[src/rtl/cla_pkg.sv]
// Shared carry-lookahead types and helpers used by the group cells and the pipelined top.
package cla_pkg;

    // Propagate/generate pair for a bit, a group, or a whole span of groups.
    typedef struct packed {
        logic p;
        logic g;
    } pg_t;

    // Combine a more-significant span (hi) with a less-significant span (lo).
    function automatic pg_t pg_merge(input pg_t hi, input pg_t lo);
        pg_t r;
        r.p = hi.p & lo.p;
        r.g = hi.g | (hi.p & lo.g);
        return r;
    endfunction

    // Number of pipeline stages needed to resolve n groups at per groups per stage.
    function automatic int calc_stages(input int n, input int per);
        return (n + per - 1) / per;
    endfunction

endpackage

[src/rtl/pipelined_cla_adder_if.sv]
// Operand/result bus of the pipelined adder: operand side and result side each
// follow valid/ready. A transfer happens on a rising edge where valid and ready
// are both high; valid never depends on ready, and ready may depend on valid.
interface pipelined_cla_adder_if #(
    parameter int WIDTH = 16
);
    logic             in_valid;
    logic             in_ready;
    logic [WIDTH-1:0] A;
    logic [WIDTH-1:0] B;
    logic             Cin;
    logic             Sub;
    logic             out_valid;
    logic             out_ready;
    logic [WIDTH-1:0] S;
    logic             Cout;
    logic             Ovf;
    logic             P;
    logic             G;

    // Operand producer / result consumer side.
    modport master (
        output in_valid, A, B, Cin, Sub, out_ready,
        input  in_ready, out_valid, S, Cout, Ovf, P, G
    );

    // Adder side.
    modport slave (
        input  in_valid, A, B, Cin, Sub, out_ready,
        output in_ready, out_valid, S, Cout, Ovf, P, G
    );
endinterface

[src/rtl/cla_group.sv]
// Combinational GROUP-bit carry-lookahead cell: every internal carry is formed
// from the prefix propagate/generate of the lower bits and the group carry-in.
module cla_group
    import cla_pkg::*;
#(
    parameter int GROUP = 4
) (
    input  logic [GROUP-1:0] a,
    input  logic [GROUP-1:0] b,
    input  logic             cin,
    output logic [GROUP-1:0] s,
    output logic             cout,
    output logic             p,
    output logic             g
);
    logic [GROUP-1:0] w_bit_p;
    logic [GROUP-1:0] w_bit_g;
    logic [GROUP:0]   w_c;
    pg_t              w_acc;

    assign w_bit_p = a ^ b;
    assign w_bit_g = a & b;

    // Prefix-merge bit P/G from the LSB upward; each carry comes straight from the prefix and cin.
    always_comb begin
        w_acc    = '{p: 1'b1, g: 1'b0};
        w_c      = '0;
        w_c[0]   = cin;
        for (int i = 0; i < GROUP; i++) begin
            w_acc      = pg_merge('{p: w_bit_p[i], g: w_bit_g[i]}, w_acc);
            w_c[i + 1] = w_acc.g | (w_acc.p & cin);
        end
    end

    assign s    = w_bit_p ^ w_c[GROUP-1:0];
    assign cout = w_c[GROUP];
    assign p    = w_acc.p;
    assign g    = w_acc.g;

endmodule

[src/rtl/pipelined_cla_adder.sv]
// Pipelined carry-lookahead adder/subtractor. Each stage resolves GROUPS_PER_STAGE
// lookahead groups and registers the partial sum, the untouched operand bits, the
// carry into the next group and the running word-level P/G. Stages advance
// independently so bubbles collapse while the result end is stalled.
module pipelined_cla_adder
    import cla_pkg::*;
#(
    parameter int WIDTH            = 16,
    parameter int GROUP            = 4,
    parameter int GROUPS_PER_STAGE = 2
) (
    input  logic                 Clk,
    input  logic                 Reset,
    pipelined_cla_adder_if.slave bus
);
    localparam int NUM_GROUPS = WIDTH / GROUP;
    localparam int NUM_STAGES = calc_stages(NUM_GROUPS, GROUPS_PER_STAGE);
    localparam int LAST       = NUM_STAGES - 1;
    localparam int MSB        = WIDTH - 1;

    if (WIDTH % GROUP != 0) begin : g_bad_width
        $error("pipelined_cla_adder: WIDTH must be a multiple of GROUP");
    end

    // Everything a stage hands to the next one.
    typedef struct packed {
        logic [WIDTH-1:0] a;      // operand A
        logic [WIDTH-1:0] bm;     // operand B after optional inversion for subtract
        logic [WIDTH-1:0] sum;    // sum bits resolved so far (zero above)
        logic             carry;  // carry into the next unresolved group
        logic             p;      // AND of propagate over resolved groups
        logic             g;      // lookahead generate over resolved groups
    } stage_t;

    stage_t           r_stage [NUM_STAGES];
    logic [LAST:0]    r_valid;

    stage_t           w_in    [NUM_STAGES];
    stage_t           w_next  [NUM_STAGES];
    logic [LAST:0]    w_vin;
    logic [LAST:0]    w_ready;

    logic [GROUP-1:0] w_gs [NUM_GROUPS];
    logic             w_gc [NUM_GROUPS];
    logic             w_gp [NUM_GROUPS];
    logic             w_gg [NUM_GROUPS];

    // Stage inputs: stage 0 sees the preprocessed operands, later stages the previous stage's registers.
    always_comb begin
        w_in[0].a     = bus.A;
        w_in[0].bm    = bus.Sub ? ~bus.B : bus.B;
        w_in[0].sum   = '0;
        w_in[0].carry = bus.Sub | bus.Cin;
        w_in[0].p     = 1'b1;
        w_in[0].g     = 1'b0;
        w_vin[0]      = bus.in_valid;
        for (int k = 1; k < NUM_STAGES; k++) begin
            w_in[k]  = r_stage[k-1];
            w_vin[k] = r_valid[k-1];
        end
    end

    for (genvar gi = 0; gi < NUM_GROUPS; gi++) begin : g_grp
        localparam int ST = gi / GROUPS_PER_STAGE;
        logic             w_cin;
        logic             w_cout;
        logic [GROUP-1:0] w_s;
        logic             w_p;
        logic             w_g;

        if (gi % GROUPS_PER_STAGE == 0) begin : g_first
            assign w_cin = w_in[ST].carry;
        end else begin : g_chain
            assign w_cin = g_grp[gi-1].w_cout;
        end

        cla_group #(
            .GROUP (GROUP)
        ) u_grp (
            .a    (w_in[ST].a[gi*GROUP +: GROUP]),
            .b    (w_in[ST].bm[gi*GROUP +: GROUP]),
            .cin  (w_cin),
            .s    (w_s),
            .cout (w_cout),
            .p    (w_p),
            .g    (w_g)
        );

        assign w_gs[gi] = w_s;
        assign w_gc[gi] = w_cout;
        assign w_gp[gi] = w_p;
        assign w_gg[gi] = w_g;
    end

    // Fold each stage's groups into its outgoing partial sum, carry and running P/G.
    always_comb begin
        pg_t acc;
        acc = '0;
        for (int k = 0; k < NUM_STAGES; k++) begin
            w_next[k] = w_in[k];
            for (int gi = 0; gi < NUM_GROUPS; gi++) begin
                if (gi / GROUPS_PER_STAGE == k) begin
                    w_next[k].sum[gi*GROUP +: GROUP] = w_gs[gi];
                    w_next[k].carry                  = w_gc[gi];
                    acc = pg_merge('{p: w_gp[gi], g: w_gg[gi]},
                                   '{p: w_next[k].p, g: w_next[k].g});
                    w_next[k].p = acc.p;
                    w_next[k].g = acc.g;
                end
            end
        end
    end

    // A stage may load when it or some stage between it and the output has room, or the consumer takes a result.
    always_comb begin
        logic full;
        full = 1'b1;
        for (int k = 0; k < NUM_STAGES; k++) begin
            full = 1'b1;
            for (int j = k; j < NUM_STAGES; j++) begin
                full = full & r_valid[j];
            end
            w_ready[k] = ~full | bus.out_ready;
        end
    end

    // Stage registers: valid follows upstream when the stage can move; data only changes on a real load.
    always_ff @(posedge Clk) begin
        if (Reset) begin
            r_valid <= '0;
            for (int k = 0; k < NUM_STAGES; k++) begin
                r_stage[k] <= '0;
            end
        end else begin
            for (int k = 0; k < NUM_STAGES; k++) begin
                if (w_ready[k]) begin
                    r_valid[k] <= w_vin[k];
                    if (w_vin[k]) begin
                        r_stage[k] <= w_next[k];
                    end
                end
            end
        end
    end

    assign bus.in_ready  = w_ready[0];
    assign bus.out_valid = r_valid[LAST];
    assign bus.S         = r_stage[LAST].sum;
    assign bus.Cout      = r_stage[LAST].carry;
    assign bus.P         = r_stage[LAST].p;
    assign bus.G         = r_stage[LAST].g;
    // Carry into the MSB is recovered from the MSB's operand and sum bits.
    assign bus.Ovf       = r_stage[LAST].carry ^
                           (r_stage[LAST].a[MSB] ^ r_stage[LAST].bm[MSB] ^ r_stage[LAST].sum[MSB]);

endmodule

[src/flat_wrapper.sv]
// flat-port wrapper written by rule: the top's interface ports become plain ports
module pipelined_cla_adder_flat import cla_pkg::*;
#(
    parameter int WIDTH            = 16,
    parameter int GROUP            = 4,
    parameter int GROUPS_PER_STAGE = 2
)
  (Clk, Reset, bus_in_valid, bus_A, bus_B, bus_Cin, bus_Sub, bus_out_ready, bus_in_ready, bus_out_valid, bus_S, bus_Cout, bus_Ovf, bus_P, bus_G);
  pipelined_cla_adder_if #(.WIDTH(WIDTH)) bus_i ();
  input  logic Clk;
  input  logic Reset;
  input wire logic [$bits(bus_i.in_valid)-1:0] bus_in_valid;
  input wire logic [$bits(bus_i.A)-1:0] bus_A;
  input wire logic [$bits(bus_i.B)-1:0] bus_B;
  input wire logic [$bits(bus_i.Cin)-1:0] bus_Cin;
  input wire logic [$bits(bus_i.Sub)-1:0] bus_Sub;
  input wire logic [$bits(bus_i.out_ready)-1:0] bus_out_ready;
  output wire logic [$bits(bus_i.in_ready)-1:0] bus_in_ready;
  output wire logic [$bits(bus_i.out_valid)-1:0] bus_out_valid;
  output wire logic [$bits(bus_i.S)-1:0] bus_S;
  output wire logic [$bits(bus_i.Cout)-1:0] bus_Cout;
  output wire logic [$bits(bus_i.Ovf)-1:0] bus_Ovf;
  output wire logic [$bits(bus_i.P)-1:0] bus_P;
  output wire logic [$bits(bus_i.G)-1:0] bus_G;
  assign bus_i.in_valid = bus_in_valid;
  assign bus_i.A = bus_A;
  assign bus_i.B = bus_B;
  assign bus_i.Cin = bus_Cin;
  assign bus_i.Sub = bus_Sub;
  assign bus_i.out_ready = bus_out_ready;
  assign bus_in_ready = bus_i.in_ready;
  assign bus_out_valid = bus_i.out_valid;
  assign bus_S = bus_i.S;
  assign bus_Cout = bus_i.Cout;
  assign bus_Ovf = bus_i.Ovf;
  assign bus_P = bus_i.P;
  assign bus_G = bus_i.G;
  pipelined_cla_adder #(.WIDTH(WIDTH), .GROUP(GROUP), .GROUPS_PER_STAGE(GROUPS_PER_STAGE)) u_core (.Clk(Clk), .Reset(Reset), .bus(bus_i));
endmodule
[config.mk]
export PLATFORM = sky130hd
export DESIGN_NAME = pipelined_cla_adder_flat
export DESIGN_NICKNAME = d
export VERILOG_FILES = /design/src/rtl/cla_pkg.sv /design/src/rtl/pipelined_cla_adder_if.sv /design/src/rtl/cla_group.sv /design/src/rtl/pipelined_cla_adder.sv /design/src/flat_wrapper.sv
export SDC_FILE = /design/constraint.sdc
export NUM_CORES = 1
export LEC_CHECK = 0
export CAP_MARGIN = 20
export CORE_ASPECT_RATIO = 0.5
export CORE_UTILIZATION = 35
export CTS_CLUSTER_SIZE = 14
export DETAILED_ROUTE_END_ITERATION = 12
export GPL_TIMING_DRIVEN = 0
export SYNTH_ARGS = -nofsm -noshare
export SYNTH_HDL_FRONTEND = slang
export SYNTH_SLANG_ARGS = --single-unit
[constraint.sdc]
create_clock -name Clk -period 3.3 [get_ports Clk]
set_clock_uncertainty 0.2 [all_clocks]
set_input_delay 0.33 -clock Clk [delete_from_list [all_inputs] [get_ports Clk]]
set_output_delay 0.33 -clock Clk [all_outputs]
set_load 0.01 [all_outputs]
After elaboration in Yosys (flattened, before gate mapping)
Memories as Yosys holds them, arrays and structs flattened.
Cells that the tools add are included.
- logic and storage cells: 117
- input bits: 38
- flip-flop bits (word level): 2
- output and inout bits: 22
- memory bits (writable): 102
- memories: 1
- bitwise logic cells: 101
- mux-type cells: 13
- memories (name ; depth ; bits a word ; rd ports ; clocked after Yosys merged registers in ; wr ports ; line ; text):
    u_core.r_stage ; 2 ; 51 ; 2 ; 0 ; 2 ; pipelined_cla_adder.sv:35 ; stage_t r_stage [NUM_STAGES];
- operators with widths (operator ; number):
    51-bit two-way mux ; 2
    1-bit bitwise AND ; 47
    1-bit bitwise OR ; 36
    4-bit XOR ; 8
    4-bit bitwise AND ; 4
    16-bit two-way mux ; 1
    16-bit inverter ; 1
    1-bit two-way mux ; 10
    1-bit XOR ; 3
    1-bit inverter ; 2

Logic depth before layout (Yosys ltp)
- word-level depth: 14
- gate-level depth with buffers: 10
- gate-level depth less buffers: 8

Cells and area by module
A second synthesis with hierarchy kept.
- cell total of the unflattened synthesis: 253
- area, all modules: 2922.8 um^2
- by module, submodules not included (module ; area an instance (um^2) ; times used ; cells an instance ; seq. area each (um^2)):
    pipelined_cla_adder ; 2193.4 ; 1 ; 157 ; 1481.4
    cla_group at u_core.g_grp[0].u_grp ... ; 181.4 ; 3 ; 24 ; 0.0
    cla_group at u_core.g_grp[3].u_grp ; 185.2 ; 1 ; 24 ; 0.0

Worst setup path before layout
Ideal clock, no wire load.
- path kind: input port to flip-flop
- from: input bus_Sub
- to: memory u_core.r_stage[0][8] (netlist bit), data pin
- stages: 10
- data required time: 2.846 ns
- arrival: 2.289 ns
- path buffers: 2
- slack: 0.557 ns
- setup time: 0.254 ns
- path through: buf_4 > buf_2 > xor2_1 > ha_1 > a21oi_1 > o211ai_1 > a21o_1 > fa_1 > xnor2_1 > nor2_1
- RTL lines (element ; line ; text):
    from (decl) ; flat_wrapper.sv:16 ; input wire logic [$bits(bus_i.Sub)-1:0] bus_Sub;
    to (decl) ; pipelined_cla_adder.sv:35 ;

==> reports/metrics.cfg <==
[run_status]
status = finished, final reports clean

[timing]
timing.fmax_mhz = 369
rsz0062_at_grt = no
min_period_ns = 2.71
worst_slew_pin_slew_ns = 1.05
slew_violations = 0
hold_viol = 0
setup_viol = 0
min_period_over_period_pct = 82.1
relSlewSlack_pct = 30.3
fin_setup_tns_ns = 0

[placement]
gp_congestion = 0.843
place_area_um2 = 3620
port_buffers = 58
place_hpwl_um = 4180

[clocking]
post_cts_resized = 0
cts_buffer_depth = 2
cts_buffers = 5
cts_num_sinks = 50
clk_latency_ns = 0.28
cts_tree = done
clockRootBuffer = clkbuf_16
hold_buffers = 0
clkSlewWorstSetupHoldPaths_ns = 0.07
post_cts.repair.setup_buffers = 0
h-tree-depth = 2

[synth]
synth.largest_area_cell = edfxtp_1
netlist_top_cells_area = edfxtp_1 50%, ha_1 6.9%, and2_1 4.6%, xnor2_1 4.6%, buf_4 4.4%
synth_ff_type = edfxtp_1
ys_warn_count = 0
synthArstFlopShare_pct = 0
postSynthAreaPerCell_um2 = 11.7
synth_cells = 247
ys_seq_elements = 50
syn_area_um2 = 2890
ys_types = 40
synth_top_area_share_pct = 49.9
syn_nets = 305
ys_seq_area_share_pct = 51.3
synth_edf_count = 48

[detailed_routing]
vias = 1912
wl_per_cell_um = 12.4
drcViolationCount = 0
antenna_left = 0
routed_wl_um = 5220
dr_wl_met3_um = 191
drtIter0Drc = 104
drt-met1-wl_um = 2480
drtPass1Iterations = 4
routed-wl-met2_um = 2480
viasPerCell = 4.53
top_layer = met4

[worst_setup_path]
worst_setup_path_start_kind = input pin
reg2reg_depth = 8
r2r_start = u_core.r_stage[0][44]
path_max_fanout = 10
cp.arrival_ns = 2.54
critical_path_class = in2reg
r2r_slack_ns = 0.92
worstPathRequired_ns = 3.14
end_kind = flip-flop
reg2reg_to = u_core.r_stage[0][67]

[min_path]
min_path_cells = 3
hold_end = u_core.r_stage[0][27]
hp-start = bus_Sub
holdCritPathClass = in2reg

[final_layout]
syn2layout_area_growth_pct = 30.2
nets = 371
layout_common_cells = 58 x clkdlybuf4s50_1, 48 x edfxtp_1, 29 x nor2_1
antenna_cells = 0
final_cell_area_um2 = 3760
layout.cells.most_common = clkdlybuf4s50_1
layout-drive-gt1-share_pct = 11.5

[power]
p_leak_nw = 1.48
powerDensity_nw_per_um2 = 450
ir_drop_uv = 213

[floorplan]
fp.dieArea_um2 = 8640
initial_utilization_pct = 37.7
fp.dieH_um = 66.2
io_pins = 60
die_w_um = 130
core_um2 = 7650
num_rows = 22

[global_route]
grt_pass1_wl_um = 8620
grt_pass1_vias = 1880
antenna_found_initial = 0
grt_usage_pct = 13.3
grt.overflow.total = 0
grt_max_degree = 28

[job]
maxCapViolations = 0

[where the power goes]
group          total (W)  internal, W  switching, W
logic           0.000416     0.000224      0.000192
registers       0.000788     0.000768     0.0000197
clock network   0.000488     0.000277      0.000210
[registers in the layout (all words and copies together), names as in the netlist]
register        count
u_core.r_stage     48
u_core.r_valid      2
[layout make-up]
class / instances / area, µm²
Clock buffer: 6 / 129
Buffer: 23 / 175
Tap cell: 108 / 135
Inverter: 10 / 37.5
Sequential cell: 50 / 1480
Multi-Input combinational cell: 164 / 1200
Timing Repair Buffer: 59 / 596
Fill cell: 734 / 3890
Clock inverter: 2 / 8.76
[worst max-delay path by stage]
stage          slack, ns    start              endpoint  depth (start not counted)
4_1_cts             0.57  bus_Sub  u_core.r_stage[0][7]                          9
6_report            0.59  bus_Sub  u_core.r_stage[0][7]                          9
3_5_place_dp        0.27  bus_Sub  u_core.r_stage[0][7]                          9
5_1_grt             0.45  bus_Sub  u_core.r_stage[0][8]                         10
2_1_floorplan       0.56  bus_Sub  u_core.r_stage[0][8]                         10
3_3_place_gp        0.30  bus_Sub  u_core.r_stage[0][8]                         10
[logic make-up after synthesis]
logic type,synth area share (%)
simple gates,14.7
flops,51.3
compound gates,8.11
buf+inv,7.37
xor+xnor,8.80
fa+ha+maj,9.71
[cell usage after synthesis (2+ instances only)]
library cell	instances
nand2_1	8
nand3_1	3
buf_4	17
a21boi_0	2
nor3_1	5
a21oi_1	8
xnor2_1	15
nor2_1	29
a21o_1	6
xor2_1	14
o21a_1	2
inv_1	10
dfxtp_1	2
and3_1	3
nand4_1	5
o21ai_0	5
or3_1	2
and2_1	21
edfxtp_1	48
fa_1	4
o31a_1	2
buf_6	3
ha_1	16
[per-stage QoR]
stage / utilization, % / cells / setup slack, ns / total power, W / hold slack (ns)
floorplan: - / 247 / 0.557 / 0.00106 / 0.202
global placement: 47.1 / 413 / 0.304 / 0.00121 / 0.297
detailed placement: 47.3 / 414 / 0.272 / 0.00122 / 0.309
CTS: 49.1 / 422 / 0.574 / 0.00171 / 0.277
global route: 49.1 / 422 / 0.450 / 0.00178 / 0.297
finish: 49.1 / 422 / 0.591 / 0.00169 / 0.273
[routing by layer]
metal | GRT usage, % | up-vias
met5 | 0 | -
li1 | - | 986
met3 | 2.67 | 7
met4 | 4.31 | 0
met1 | 16.7 | 875
met2 | 22.9 | 44
[worst max-delay path, stage by stage]
cell and delay, ns:
buf_4 0.16, buf_2 0.34, xor2_1 0.29, ha_1 0.30, nand3_1 0.13, o211ai_1 0.15
a21o_1 0.23, fa_1 0.44, and2_1 0.16
No activity file was read; power rests on OpenSTA's default activity.
